File: config.mk
export PLATFORM = sky130hd
export DESIGN_NAME = xor_checksum_acc
export DESIGN_NICKNAME = d
export VERILOG_FILES = /design/src/rtl/xor_checksum_acc.sv
export SDC_FILE = /design/constraint.sdc
export NUM_CORES = 1
export LEC_CHECK = 0
export ABC_AREA = 1
export BUFFER_PORTS_ARGS = -buffer_cell sky130_fd_sc_hd__buf_2
export CAP_MARGIN = 30
export CORE_MARGIN = 8
export CORE_UTILIZATION = 57
export CTS_CLUSTER_DIAMETER = 200
export CTS_CLUSTER_SIZE = 24
export DETAILED_ROUTE_END_ITERATION = 10
export HOLD_SLACK_MARGIN = 0.03
export PLACE_DENSITY = 0.82
export SYNTH_ARGS = -nofsm -noshare
export SYNTH_HDL_FRONTEND = slang
export SYNTH_SLANG_ARGS = --single-unit
File: constraint.sdc
create_clock -name clk -period 3.4 [get_ports clk]
set_input_delay 0.51 -clock clk [delete_from_list [all_inputs] [get_ports clk]]
set_output_delay 0.51 -clock clk [all_outputs]
set_load 0.02 [all_outputs]
File: src/rtl/xor_checksum_acc.sv
// Streaming XOR checksum/parity accumulator. Folds each frame of WIDTH-bit words
// into a running XOR and holds the result (sum, parity, length, overflow) until taken.
module xor_checksum_acc #(
  parameter int WIDTH      = 8,
  parameter int MAX_LEN    = 16,
  parameter bit PARITY_ODD = 1'b0,
  parameter int LENW       = $clog2(MAX_LEN + 1)
) (
  input  logic             clk,
  input  logic             rst_n,
  input  logic             in_valid,
  input  logic [WIDTH-1:0] in_data,
  input  logic             in_last,
  output logic             in_ready,
  output logic             out_valid,
  input  logic             out_ready,
  output logic [WIDTH-1:0] out_sum,
  output logic             out_parity,
  output logic [LENW-1:0]  out_len,
  output logic             out_err
);

  localparam logic [0:0]      ST_ACC  = 1'b0;
  localparam logic [0:0]      ST_HOLD = 1'b1;
  localparam logic [LENW-1:0] LEN_MAX = LENW'(MAX_LEN);

  logic [0:0]       r_state;
  logic [WIDTH-1:0] r_acc;
  logic [LENW-1:0]  r_cnt;
  logic             r_ovf;
  logic [WIDTH-1:0] r_sum;
  logic             r_parity;
  logic [LENW-1:0]  r_len;
  logic             r_err;

  logic             w_accept;
  logic             w_at_max;
  logic [LENW-1:0]  w_cnt_inc;
  logic [WIDTH-1:0] w_sum_next;

  assign in_ready   = rst_n && (r_state == ST_ACC);
  assign out_valid  = (r_state == ST_HOLD);
  assign out_sum    = r_sum;
  assign out_parity = r_parity;
  assign out_len    = r_len;
  assign out_err    = r_err;

  assign w_accept   = in_valid && in_ready;
  assign w_at_max   = (r_cnt == LEN_MAX);
  // Count saturates; the XOR keeps folding past MAX_LEN so the sum stays exact.
  assign w_cnt_inc  = w_at_max ? r_cnt : r_cnt + LENW'(1);
  assign w_sum_next = r_acc ^ in_data;

  always_ff @(posedge clk) begin
    if (!rst_n) begin
      r_state  <= ST_ACC;
      r_acc    <= '0;
      r_cnt    <= '0;
      r_ovf    <= 1'b0;
      r_sum    <= '0;
      r_parity <= 1'b0;
      r_len    <= '0;
      r_err    <= 1'b0;
    end else if (r_state == ST_ACC) begin
      if (w_accept) begin
        if (in_last) begin
          r_sum    <= w_sum_next;
          r_parity <= (^w_sum_next) ^ PARITY_ODD;
          r_len    <= w_cnt_inc;
          r_err    <= r_ovf || w_at_max;
          r_acc    <= '0;
          r_cnt    <= '0;
          r_ovf    <= 1'b0;
          r_state  <= ST_HOLD;
        end else begin
          r_acc <= w_sum_next;
          r_cnt <= w_cnt_inc;
          if (w_at_max) begin
            r_ovf <= 1'b1;
          end
        end
      end
    end else begin
      if (out_ready) begin
        r_state <= ST_ACC;
      end
    end
  end

endmodule

Yosys cells after proc, flatten, opt, wreduce, memory -nomap -nowiden:

Index checks and enable logic that the tools add are counted.

* flip-flop bits (word level): 30
* bits of input ports: 13
* output and inout bits: 17

* add/subtract/negate cells: 1
* eq/ne operators: 1
* multiplexer cells: 9
* bitwise logic cells: 2
* reduce and logical (&&, ||, !) cells: 8

Operators by type and width (number)
* two-way mux 5 bit: 2
* two-way mux 8 bit: 1
* XOR reduction 8 bit: 1
* XOR 8 bit: 1
* two-way mux 1 bit: 6
* AND reduction 3 bit: 2
* adder 5 x 1 -> 5 bit (second input constant): 1
* == test 5 bit (second input constant): 1
* logical AND 1 bit: 2
* AND reduction 2 bit: 1
* nonzero test 2 bit: 1
* logical OR 1 bit: 1
* inverter 1 bit: 1

Longest topological paths before layout:

Gate-level depths: netlist of run 1.

* depth in word-level cells: 5
* gate-level depth with buffers: 11
* depth with buffers taken out: 11

Least setup slack after synthesis of run 1:

OpenSTA, ideal clock, no wires.

* path kind: in2reg
* start point: input rst_n
* end point: register r_len[4] (netlist: out_len[4])
* arrival: 1292 ps
* data required time: 3283 ps
* path slack: 1991 ps
* stages on the path: 7
* path buffers: 1
* cell sequence: inv_2 > nor2_8 > nand3_4 > nand2_1 > inv_2 > buf_6 > a22o_1

* longest elaborated chain between the ends: 3

RTL lines
* from (decl): RTL line 10 `input logic rst_n,`
* logical AND 1 bit: RTL line 41 `assign in_ready = rst_n && (r_state == ST_ACC);`
* named net in_ready: RTL line 14 `output logic in_ready,`
* logical AND 1 bit: RTL line 48 `assign w_accept = in_valid && in_ready;`
* AND reduction 3 bit (no source line)
* to (signal assigned): RTL line 69 `r_len <= w_cnt_inc;`
* to (decl): RTL line 33 `logic [LENW-1:0] r_len;`

The timed path passes the listed nets, and every way through them passes these cells.
A chain may end at the register's enable or synchronous reset.

Final worst setup path of run 1:

* start point: input rst_n
* end point: output in_ready

* longest elaborated chain between the ends: 1

RTL lines (RTL line)
* logical AND 1 bit: 41
* to (decl): 14

No other way between the ends.

==> qor.txt, run 1 <==
fraction of layout cells with a size suffix above 1 - 17.1%
Yosys warning total - 0
final layout net count - 265
FF/Latch Area - 601 um^2
reg2reg start - out_valid
Clock transition at path regs - 0.09 ns
critical path's largest stage delay - 0.19 ns
metal2 WL - 1430 um
fill cell total of the finished layout - 247
CP Buf/Inv Count - 3
via count - 1375
final hold violations - 0
Worst VDD drop - 0.000343 V
setup tns final - 0 ns
LEAKAGE - 0.847 nW
DR top layer - met4
Hold Path Class - in -> reg
clock buffer count from CTS - 5
CP most frequent cell - buf_2
Synth cell types - 22
root buffer cell - clkbuf_4
ranking of synthesized cells by area - dfxtp_1, nand2_1, inv_1
clk buf depth - 2
crit path max fanout - 14
Setup crit start kind - primary input
Residual DRC - 0
Starting DRT DRC Count - 70
multi-input logic area - 742 um^2
Clock Latency Late Sink - 0.32 ns
Slew Viols, Final - 0
number of nets with antenna violations after routing - 0
arrival time worst endpoint - 1.11 ns
Top Family by Delay on Critical Path - buffers and inverters
FP Rows - 18
CTS tree - built
total track usage - 15.9%
relative slew slack - 69.4%
Clock Skews - 0.00719 ns
CP required - 2.89 ns
Initial Utilization - 60.0%
non-filler instance count after layout - 281
Worst setup EP type - output pin
Pwr per Cell Area - 414 nW/um^2
GP Congestion - 0.805
post_cts resized - 0
die height - 66.9 um
total grt overflow - 0
critical path's slowest cell - buf_2
overall routed net length - 3180 um
max_cap viols - 0
H-tree levels - 2
post-DP HPWL - 2400 um
critical path class - in -> out
Synth area leader - dfxtp_1
DRT Pass-1 Iters - 4
FF+latch count, synth - 30
Hold Crit Depth - 2
post-CTS setup buffer count - 0
pre-CTS setup slack - 1.61 ns
antenna violations before repair - 0
clock sink count - 30
fmax - 0.616 GHz
metal1 wirelength - 1490 um
vias in the first global route - 1307
most common cell after layout, fill and taps aside - nand2_1
final setup margin - 1.78 ns
WL per Instance - 11.3 um
crit path cell chain - buf_2, inv_2, nor2_8, buf_2
syn avg cell area - 6.73 um^2
top cell type's share of synthesized area - 40.7%
status - finished, final reports clean
WL met3 - 229 um
antenna cells - 0
Final min period - 1.62 ns
DP Cell Count - 273
Worst Reg-to-Reg Cells - 5
Core ar. - 2450 um^2
Worst-Margin Slew - 0.458 ns
first-pass GRT wire length - 5600 um
RSZ-0062 raised after global routing - false
vias per cell - 4.89
hold_buf cts - 0
Die Span X - 66.9 um
Hold Path End - out_valid
Ports - 30
FF-to-FF setup slack - 2.01 ns
syn nets - 234
most frequent cells in the layout - nand2_1, dfxtp_1, buf_2, inv_1, a21oi_1
final setup vio count - 0
final worst-path cycle share - 47.7%
die area - 4470 um^2
HP Start - out_ready
Syn Inst Count - 219
Synth Cell Area - 1470 um^2
Port Buffers - 29
worst flop-to-flop path endpoint - r_cnt[0]
sequential cell area fraction in the yosys report - 40.7%
P&R area growth vs syn - 14.2%
largest net degree at the start of global routing - 15
where the power goes:
part	switching [mW]	internal, mW	leakage, nW
sequential	0.00868	0.363	0.244
combinational	0.0694	0.0355	0.568
clock	0.120	0.100	0.0353
total	0.198	0.499	0.847
kinds of logic after synthesis:
group | count (synthesis) | synth area share, %
AOI/OAI and AO/OA | 32 | 12.2
xor gates and xnor gates | 4 | 2.38
adders and majority gates | 2 | 1.70
buffers and inverters | 31 | 8.91
DFF | 30 | 40.7
and+or+nand+nor | 120 | 34.0
worst max path at each step:
stage,start,end,depth (start not counted)
floorplan,rst_n,out_len[4],7
global placement,rst_n,r_cnt[2],7
detailed placement,rst_n,r_cnt[3],7
CTS,rst_n,in_ready,4
global route,rst_n,in_ready,4
finish,rst_n,in_ready,4
flip-flops by register name (all words and copies together), names as in the netlist:
| name | flops |
|---|---|
| out_err | 1 |
| out_len | 5 |
| out_parity | 1 |
| out_sum | 8 |
| out_valid | 1 |
| r_acc | 8 |
| r_cnt | 5 |
| r_ovf | 1 |
final cells by class:
class                      instances  area share [%]
tap                               30            2.23
sequential                        30            35.7
timing repair buffer              29            8.62
clock buffer                       7            3.27
inverter                          26            5.80
multi-input combinational        158            44.1
clock inverter                     1           0.297
layer usage:
layer	up-vias	global-route usage [%]
li1	740	-
met1	597	19.9
met2	36	23.9
met3	2	5.70
met4	0	7.05
met5	-	0
per-stage QoR:
step / total power [mW] / area (um^2) / util [%] / hold WS, ns
2_1_floorplan: 0.454 / 1470 / - / 0.432
3_3_place_gp: 0.484 / 1620 / 66.1 / 0.438
3_5_place_dp: 0.486 / 1620 / 66.1 / 0.437
4_1_cts: 0.706 / 1680 / 68.6 / 0.369
5_1_grt: 0.739 / 1680 / 68.6 / 0.370
6_report: 0.697 / 1680 / 68.6 / 0.387
synth_stat cells (all sizes together):
library cell and count:
o21ai 10, dfxtp 30, xor2 2, inv 26, ha 2, nand3 6, nor2 3, or2 1
xnor2 2, a22o 5, nand4 1, nand2 109, clkbuf 2, buf 3, a21oi 16, a31oi 1
worst reg2reg max path, stage by stage (launching register included):
cell and delay (ns):
dfxtp_1 0.38, nor2_8 0.17, nand2_4 0.12, nor2_2 0.39, nand2_1 0.11, a21oi_1 0.14
No activity file was read; power rests on OpenSTA's default activity.
==> run 2, diff against run 1 <==
Settings changed: CORE_UTILIZATION 57 to 53, PLACE_DENSITY 0.82 to 0.77.
Clock period 3.4 ns to 1.68 ns, I/O delays scaled along.
==> run 2 against run 1 <==
  * Final cell count rose by 1.1%
  * Flip-flop and latch count is the same
  * Largest cell class unchanged
  * First-iteration DRC count increased by 5.7%
  * Sequential share of layout area shrank 0.34 points
  * Non-clock buffer count rose by 2
  * Hold slack worse by 0.27 ns
  * Sequential power rose by 100%
  * Routed wire length rose by 2.5%
  * Worst setup slack worse by 1.5 ns
  * Critical path type is now reg -> reg
  * Critical endpoint is now r_cnt[2]
  * Clock power increased by 100%
  * Total power increased by 100%
==> qor.txt, run 2 (synthesis results as in run 1) <==
Worst-Margin Slew - 0.334 ns
pre-CTS setup slack - 0.229 ns
Starting DRT DRC Count - 74
total power - 1.42 mW
fraction of layout cells with a size suffix above 1 - 17.8%
Setup crit start kind - register
DP Area - 1640 um^2
most common cell after layout, fill and taps aside - nand2_1
Hold Path Class - in -> reg
DRT Pass-1 Iters - 4
DP Cell Count - 276
post-layout util - 62.7%
Slew Viols, Final - 0
Ports - 30
final hold violations - 0
clock sink count - 30
Final min period - 1.36 ns
clk buf depth - 2
LEAKAGE - 0.858 nW
relative slew slack - 77.7%
via count - 1399
Clock transition at path regs - 0.09 ns
FP Rows - 19
total grt overflow - 0
fmax - 0.736 GHz
Design Area, Final - 1700 um^2
overall routed net length - 3260 um
Die Span X - 68.7 um
crit path max fanout - 5
Port Buffers - 29
arrival time worst endpoint - 1.63 ns
antenna violations before repair - 0
antenna cells - 0
Initial Utilization - 54.4%
number of nets with antenna violations after routing - 0
Core ar. - 2710 um^2
hold_ws - 0.116 ns
CTS tree - built
setup tns final - 0 ns
critical path's largest stage delay - 0.37 ns
most frequent cells in the layout - nand2_1, dfxtp_1, buf_2, inv_1, a21oi_1
non-filler instance count after layout - 284
FF-to-FF setup slack - 0.32 ns
die height - 68.7 um
critical path class - reg -> reg
final setup margin - 0.321 ns
post_cts resized - 0
RSZ-0062 raised after global routing - false
die area - 4720 um^2
hold_buf cts - 0
Residual DRC - 0
Pwr per Cell Area - 835 nW/um^2
P&R area growth vs syn - 15.3%
WL per Instance - 11.5 um
final worst-path cycle share - 80.9%
final setup vio count - 0
root buffer cell - clkbuf_4
status - finished, final reports clean
final layout net count - 267
largest net degree at the start of global routing - 15
crit path cell chain - ha_1, or2_2, a21oi_1, nand2_1, a21oi_1
vias in the first global route - 1232
CP most frequent cell - a21oi_1
total track usage - 14.5%
post-CTS setup buffer count - 0
clock buffer count from CTS - 5
CP required - 1.95 ns
post-DP HPWL - 2450 um
Clock Skews - 0.00718 ns
critical path's slowest cell - dfxtp_1
vias per cell - 4.93
Worst setup EP type - register
GP Congestion - 0.794
max_cap viols - 0
Worst VDD drop - 0.000606 V
H-tree levels - 2
first-pass GRT wire length - 5200 um
Clock Latency Late Sink - 0.33 ns
## run 2: cell count changes in the layout (fill, tap and decap cells not counted), sizes merged
cell | before | now
buf | 29 | 31
## run 2: metal layers
layer / GRT usage (%) / vias up / part of all wire, %
met5: 0 / - / 0
met4: 7.02 / 0 / 1.7
met3: 4.36 / 7 / 6.9
met2: 23.6 / 39 / 45
met1: 17.1 / 608 / 47
li1: - / 745 / -
## run 2: power by group
group	total, mW	internal (mW)	switching, mW	leakage [nW]
clock	0.448	0.202	0.246	0.0353
sequential	0.753	0.735	0.0178	0.244
combinational	0.217	0.0741	0.143	0.579
total	1.42	1.01	0.407	0.858
## run 2: final timing paths
kind | start | endpoint | cells past startpoint
worst min-delay path | out_ready | out_valid | 2
worst max-delay path | r_cnt[0] | r_cnt[2] | 5
worst max register to register | r_cnt[0] | r_cnt[2] | 5
worst min register to register | out_parity | out_parity | 2
## run 2: final cells by class
class	count	area [um^2]
flip-flops and latches	30	601
fillers	262	1010
well taps	31	38.8
clock buffers	7	55.1
multi-input cells	158	742
inverters	26	97.6
clock inverters	1	5.00
repair buffers	31	160
## run 2: critical path: cells and delay by family (launching register included)
kind	cells	cell delay, ns
AO/OA/AOI/OAI	2	0.32
AND/OR/NAND/NOR	2	0.36
flip-flops	1	0.37
adder cells (fa/ha/maj)	1	0.24
==> run 3, diff against run 2 <==
Clock period 1.68 ns to 1.4 ns, I/O delays scaled along.
==> run 3 against run 2 <==
  * Global-route usage increased by 0.12 points
  * Final cell count increased by 0.70%
  * Total power rose by 21%
  * Routed wire length decreased by 1.7%
  * Non-clock buffer count increased by 2
  * Combinational power up 21%
  * Clock skew hardly changed
  * Final area rose by 1.2%
  * Worst setup slack worse by 0.22 ns
  * Count of clock-buffer cells in the layout unchanged
  * First-iteration DRC count up 12%
  * Critical endpoint unchanged
==> qor.txt, run 3 (synthesis results as in run 1) <==
status - finished, final reports clean
Residual DRC - 0
antenna cells - 0
total grt overflow - 0
final layout net count - 269
final worst-path cycle share - 92.9%
Setup crit start kind - register
Hold Crit Depth - 2
arrival time worst endpoint - 1.57 ns
clock sink count - 30
CP required - 1.67 ns
GP Congestion - 0.750
overall routed net length - 3200 um
Worst Reg-to-Reg Cells - 5
switching power - 0.492 mW
Clock transition at path regs - 0.10 ns
setup tns final - 0 ns
Clock Latency Late Sink - 0.33 ns
relative slew slack - 78.3%
Clock power frac - 31.8%
Die Span X - 68.7 um
Worst setup EP type - register
clk buf depth - 2
Worst VDD drop - 0.000769 V
FP Rows - 19
Worst-Margin Slew - 0.324 ns
number of nets with antenna violations after routing - 0
largest net degree at the start of global routing - 14
Hold Path Class - in -> reg
power share of the sequential group - 52.9%
Clock Skews - 0.00748 ns
Port Buffers - 29
fmax - 0.769 GHz
P_int - 1.22 mW
most frequent cells in the layout - nand2_1, buf_2, dfxtp_1, inv_1, a21oi_1
critical path class - reg -> reg
antenna violations before repair - 0
hold_ws - 0.0684 ns
fill cell total of the finished layout - 271
Slew Viols, Final - 0
first-pass GRT wire length - 5240 um
CTS tree - built
Initial Utilization - 54.4%
Ports - 30
vias per cell - 4.89
post-layout util - 63.4%
Starting DRT DRC Count - 83
total track usage - 14.6%
Comb pwr share - 15.3%
H-tree levels - 2
P&R area growth vs syn - 16.6%
die height - 68.7 um
fraction of layout cells with a size suffix above 1 - 19.2%
Final min period - 1.30 ns
most common cell after layout, fill and taps aside - nand2_1
DRT Pass-1 Iters - 4
Pwr per Cell Area - 995 nW/um^2
Sw Ratio - 28.8%
die area - 4720 um^2
vias in the first global route - 1244
Core ar. - 2710 um^2
clock buffer count from CTS - 5
hold_buf cts - 0
post-DP HPWL - 2410 um
final setup vio count - 0
LEAKAGE - 0.867 nW
WL per Instance - 11.2 um
final hold violations - 0
max_cap viols - 0
root buffer cell - clkbuf_4
crit path max fanout - 5
via count - 1399
==> run 3: what timing repair did <==
| action | in CTS | in global routing |
|---|---|---|
| resized for setup | 0 | 2 |
| endpoints found under the hold margin | 0 | 0 |
| setup buffers | 0 | 0 |
| setup endpoints to repair | 0 | 1 |
==> run 3: power groups by stage <==
stage	logic, mW	registers, mW	clock network, mW
after floorplan	0.157	0.946	0
after global placement	0.261	0.923	0
after detailed placement	0.264	0.924	0
after CTS	0.265	0.904	0.562
after global routing	0.295	0.909	0.582
final	0.262	0.904	0.544
==> run 3: area by class of cell <==
type | count | area, um^2 | share of cell area (%)
clock inverter | 1 | 5.00 | 0.291
timing repair buffer | 33 | 175 | 10.2
sequential | 30 | 602 | 35.0
tap | 31 | 38.8 | 2.26
multi-input combinational | 158 | 746 | 43.4
inverter | 26 | 97.6 | 5.68
clock buffer | 7 | 55.1 | 3.20
==> run 3: metal layers <==
layer | vias to the layer above | GRT usage [%] | share of wire, %
met5 | - | 0 | 0
met4 | 0 | 7.52 | 2.0
met3 | 8 | 4.52 | 9.3
met2 | 43 | 24.0 | 44
met1 | 603 | 16.8 | 45
li1 | 745 | - | -
==> run 3: path summary, 6_finish.rpt <==
check,endpoint,slack (ns),start
hold reg to reg,out_err,0.45,out_err
setup reg to reg,r_cnt[2],0.1,r_cnt[0]
setup / recovery,r_cnt[2],0.1,r_cnt[0]
hold / removal,out_valid,0.07,out_ready
==> run 3: metrics by stage <==
stage / cells / setup slack (ns) / total power [mW] / instance area [um^2]
final: 286 / 0.0988 / 1.71 / 1720
after floorplan: 219 / 0.0769 / 1.10 / 1470
after global placement: 278 / 0.128 / 1.18 / 1650
after global routing: 286 / -0.00296 / 1.79 / 1720
after CTS: 286 / 0.0622 / 1.73 / 1710
after detailed placement: 278 / 0.0943 / 1.19 / 1650
==> run 3: critical path: stages (launching register included) <==
cell	delay (ns)
dfxtp_2	0.36
ha_1	0.23
or2_2	0.31
a21oi_2	0.17
nand2_1	0.06
a21oi_1	0.11
